### src/rtl/fifo_sync_lvl.sv
// Single-clock FIFO with occupancy level, almost-full/almost-empty flags, FWFT or registered read, flush.
// Define FIFO_SYNC_LVL_ERR_EN to add sticky OVERFLOW/UNDERFLOW flags and the ERR_CLR input.
module fifo_sync_lvl #(
  parameter int WIDTH      = 8,
  parameter int DEPTH      = 4,
  parameter int AFULL_LVL  = DEPTH - 1,
  parameter int AEMPTY_LVL = 1,
  parameter int FWFT       = 1,
  parameter int LW         = $clog2(DEPTH + 1)
) (
  input  logic             CLK,
  input  logic             RESET,
  input  logic             FLUSH,
  input  logic             WRITE,
  input  logic [WIDTH-1:0] WDATA,
  output logic             FULL,
  output logic             AFULL,
  input  logic             READ,
  output logic [WIDTH-1:0] RDATA,
  output logic             EMPTY,
  output logic             AEMPTY,
  output logic [LW-1:0]    LEVEL
`ifdef FIFO_SYNC_LVL_ERR_EN
  ,
  output logic             OVERFLOW,
  output logic             UNDERFLOW,
  input  logic             ERR_CLR
`endif
);

  localparam int PW = (DEPTH > 1) ? $clog2(DEPTH) : 1;
  localparam logic [PW-1:0] PTR_LAST  = PW'(DEPTH - 1);
  localparam logic [LW-1:0] LVL_FULL  = LW'(DEPTH);
  localparam logic [LW-1:0] LVL_AFULL = LW'(AFULL_LVL);
  localparam logic [LW-1:0] LVL_AEMPT = LW'(AEMPTY_LVL);

  logic [WIDTH-1:0] mem_q [DEPTH];
  logic [PW-1:0]    wptr_q, wptr_d;
  logic [PW-1:0]    rptr_q, rptr_d;
  logic [LW-1:0]    level_q, level_d;
  logic             full, empty, push, pop;

  assign full   = (level_q == LVL_FULL);
  assign empty  = (level_q == '0);
  assign FULL   = full;
  assign EMPTY  = empty;
  assign AFULL  = (level_q >= LVL_AFULL);
  assign AEMPTY = (level_q <= LVL_AEMPT);
  assign LEVEL  = level_q;

  // Acceptance uses pre-edge flags, so a pop never frees room for a push while full.
  assign push = WRITE & ~full;
  assign pop  = READ & ~empty;

  always_comb begin
    wptr_d  = wptr_q;
    rptr_d  = rptr_q;
    level_d = level_q;
    if (FLUSH) begin
      wptr_d  = '0;
      rptr_d  = '0;
      level_d = '0;
    end else begin
      if (push) wptr_d = (wptr_q == PTR_LAST) ? '0 : wptr_q + PW'(1);
      if (pop)  rptr_d = (rptr_q == PTR_LAST) ? '0 : rptr_q + PW'(1);
      if (push && !pop)      level_d = level_q + LW'(1);
      else if (pop && !push) level_d = level_q - LW'(1);
    end
  end

  always_ff @(posedge CLK or posedge RESET) begin
    if (RESET) begin
      wptr_q  <= '0;
      rptr_q  <= '0;
      level_q <= '0;
    end else begin
      wptr_q  <= wptr_d;
      rptr_q  <= rptr_d;
      level_q <= level_d;
    end
  end

  always_ff @(posedge CLK) begin
    if (push && !FLUSH) mem_q[wptr_q] <= WDATA;
  end

  if (FWFT != 0) begin : g_fwft
    assign RDATA = empty ? '0 : mem_q[rptr_q];
  end else begin : g_reg
    logic [WIDTH-1:0] rdata_q, rdata_d;

    // Registered read data only reloads on a real pop and otherwise holds, even across flush.
    always_comb begin
      rdata_d = rdata_q;
      if (pop && !FLUSH) rdata_d = mem_q[rptr_q];
    end

    always_ff @(posedge CLK or posedge RESET) begin
      if (RESET) rdata_q <= '0;
      else       rdata_q <= rdata_d;
    end

    assign RDATA = rdata_q;
  end

`ifdef FIFO_SYNC_LVL_ERR_EN
  logic ovf_q, ovf_d, udf_q, udf_d;

  always_comb begin
    ovf_d = (WRITE & full & ~FLUSH) | (ovf_q & ~ERR_CLR);
    udf_d = (READ & empty & ~FLUSH) | (udf_q & ~ERR_CLR);
  end

  always_ff @(posedge CLK or posedge RESET) begin
    if (RESET) begin
      ovf_q <= 1'b0;
      udf_q <= 1'b0;
    end else begin
      ovf_q <= ovf_d;
      udf_q <= udf_d;
    end
  end

  assign OVERFLOW  = ovf_q;
  assign UNDERFLOW = udf_q;
`endif

endmodule

### config.mk
export PLATFORM = sky130hd
export DESIGN_NAME = fifo_sync_lvl
export DESIGN_NICKNAME = d
export VERILOG_FILES = /design/src/rtl/fifo_sync_lvl.sv
export SDC_FILE = /design/constraint.sdc
export NUM_CORES = 1
export LEC_CHECK = 0
export BUFFER_PORTS_ARGS = -buffer_cell sky130_fd_sc_hd__buf_2
export CAP_MARGIN = 40
export CORE_MARGIN = 4
export CORE_UTILIZATION = 40
export DETAILED_ROUTE_END_ITERATION = 10
export PLACE_DENSITY = 0.64
export SLEW_MARGIN = 20
export SYNTH_ARGS = -nofsm -noshare
export SYNTH_HDL_FRONTEND = slang
export SYNTH_SLANG_ARGS = --single-unit
### constraint.sdc
create_clock -name CLK -period 2 [get_ports CLK]
set_clock_uncertainty 0.05 [all_clocks]
set_input_delay 0.1 -clock CLK [delete_from_list [all_inputs] [get_ports CLK]]
set_output_delay 0.1 -clock CLK [all_outputs]
set_load 0.05 [all_outputs]
==> flow_metrics.tcl <==
set metrics [dict create \
    outcome "complete, no violations" \
    place_area_um2 2020 \
    drt_wl_total_um 3170 \
    hold_viol_final 0 \
    regArea_um2 1140 \
    cts_inserted_buffers 5 \
    grt_max_degree 13 \
    portBuffers 27 \
    synth_top_area_share_pct 53.1 \
    cts-root-buf "clkbuf_8" \
    startpoint_type "flop" \
    period_needed_ns 1.89 \
    synth-simple-area-share_pct 9.27 \
    initial_core_util_pct 41.6 \
    grt_pass1_wl_um 5080 \
    maxSlewViolCount 0 \
    yosys_warnings 0 \
    path_clk_slew_ns 0.08 \
    cp-end-kind "output port" \
    worstPathArrival_ns 1.74 \
    p_leak_nw 0.920 \
    dieArea_um2 5660 \
    synth_top_family_by_area "multiplexers" \
    area_growth_pct 25.7 \
    setup_viol 0 \
    ys_ff_latch 39 \
    viasPerCell 4.99 \
    coreArea_um2 4350 \
    synth_compound_area_share_pct 6.02 \
    antenna_found_initial 0 \
    multi_input_area_um2 617 \
    path_class "flop to output port" \
    die_w_um 75.3 \
    muxShareOfSynthArea_pct 9.96 \
    synth.yosys.seq_area_share_pct 62.8 \
    num_vias 1067 \
    die_height_um 75.3 \
    syn-cell-area_um2 1810 \
    maxCapViolations 0 \
    drc 0 \
    design_area_um2 2270 \
    synth_area_leader_cell "edfxtp_1" \
    wl_per_cell_um 14.8 \
    fin_tns_setup_ns 0 \
    synth-adder-area-share_pct 6.92 \
    drive_gt1_share_pct 35.8 \
    clockBufferDepth 2 \
    io_pins 28 \
    clock_sinks 39 \
    synthXorXnorAreaFrac_pct 1.24 \
    timing.fmax_mhz 530 \
    synth.distinct_cells 30 \
    worstPathRequired_ns 1.85 \
    ys_top_cells_by_area "edfxtp_1 (53%), mux4_2 (10%), dfrtp_1 (9.7%)" \
    dr.pass1.iters 4 \
    h-tree-depth 2 \
    syn_avg_cell_area_um2 15.6 \
    clk_latency_ns 0.28 \
    cts_tree "built" \
    grt_setup_unrepaired "no" \
    min_path_type "input port to flop" \
    fill_cells 347 \
    drt_iter0_drc 40 \
    std_cell_rows 24 \
    antenna_left 0 \
    postSynthCellCount 116 \
    track_usage_pct 12.4 \
    synth_nets 139 \
    crit_fanout 11 \
    dpl.hpwl_um 2250 \
    grt_pass1_vias 1098 \
    nets 184 \
    antennaDiodeCount 0 \
    worst_pin_slew_ns 0.430 \
    overflow 0 \
    routabilityCongestion 0.759 \
    slew_headroom_pct 71.3 \
    power_density_nw_per_um2 1430 \
    min_period_over_period_pct 94.4 \
    whs_ns 0.0712 \
    ir_worst_vdd_v 0.000572 \
]
-- cells by family (layout without fill, tap and decap cells) --
kind of cell    after synthesis  count (layout)
compound gates               16              16
xor+xnor                      1               1
fa+ha+maj                    10              10
buf+inv                      14              60
flops                        39              39
mux                           8               8
simple gates                 28              28
-- repair_timing --
| item | CTS | global route |
|---|---|---|
| gates resized for setup | 2 | 7 |
| setup endpoints to repair | 8 | 8 |
| hold endpoints to repair | 40 | 0 |
| hold buffers | 10 | 0 |
| buffers inserted | 0 | 0 |
-- where the power goes --
part           leakage, nW  internal, W  switching, W
Combinational        0.475     0.000492      0.000942
Sequential           0.379     0.000963      0.000104
Clock               0.0654     0.000498      0.000255
Total                0.920      0.00195       0.00130
-- layer usage --
metal / global-route usage (%) / part of all wire, % / vias up
li1: - / - / 523
met1: 14.7 / 43 / 513
met2: 20.5 / 51 / 27
met3: 3.74 / 5.4 / 4
met4: 6.21 / 0.95 / 0
met5: 0 / 0 / -
-- cells in the final DEF, fill, tap and decap left out, types with 2 or more instances in the layout --
cell type / n
a211oi_1: 2
a21oi_1: 4
and2_1: 8
and3_1: 4
buf_2: 24
buf_4: 5
bufinv_16: 2
clkbuf_4: 3
clkbuf_8: 5
dfrtp_1: 4
dfrtp_2: 2
dlygate4sd3_1: 10
edfxtp_1: 32
ha_1: 9
inv_1: 8
inv_2: 2
mux4_2: 8
nand2_1: 3
nor2_1: 5
o21ai_0: 3
or3_1: 2
-- metrics by stage --
stage	instances	setup slack [ns]	util [%]	power (W)
6_report	214	0.112	52.2	0.00325
5_1_grt	214	0.0358	52.2	0.00343
4_1_cts	214	0.0245	51.8	0.00325
3_5_place_dp	196	0.171	46.4	0.00246
3_3_place_gp	196	0.169	46.4	0.00244
2_1_floorplan	116	0.0229	-	0.00218
-- cells in the mapped netlist (all sizes together) --
master	instances
a211oi	2
a21boi	1
a21oi	5
a311oi	1
a31oi	1
and2	9
and3	4
buf	4
dfrtp	7
edfxtp	32
ha	10
inv	10
mux4	8
nand2	4
nand2b	2
nand3	1
nor2	5
nor3	1
o211a	1
o21ai	4
o221ai	1
or3	2
xnor3	1
-- worst max-delay path, cell delays in order (launching register included) --
cell	delay, ns
dfrtp_4	0.55
mux4_2	0.52
and2_1	0.17
clkbuf_4	0.21
-- flip-flops by register name, summed over array words and instances, names as in the netlist --
signal,cells
rptr_q,2
LEVEL,3
wptr_q,2
mem_q,32
-- worst paths after layout --
check / slack, ns / start / end / cells after the start
worst min-delay path: 0.07 / READ / rptr_q[1] / 3
worst max-delay path: 0.11 / rptr_q[0] / RDATA[3] / 3
min in group asynchronous: 0.23 / RESET / rptr_q[0] / 3
worst min register to register: 0.55 / wptr_q[0] / wptr_q[0] / 2
worst max register to register: 0.30 / LEVEL[0] / mem_q[2][3] / 4
max in group asynchronous: 1.43 / RESET / rptr_q[0] / 3
-- layout make-up --
type / count / share of cell area, %
timing repair buffer: 42 / 12.3
multi-input combinational: 63 / 27.1
clock inverter: 2 / 2.64
tap: 52 / 2.86
clock buffer: 6 / 3.19
inverter: 10 / 1.65
sequential: 39 / 50.2
Power figures use the tool's default switching activity.
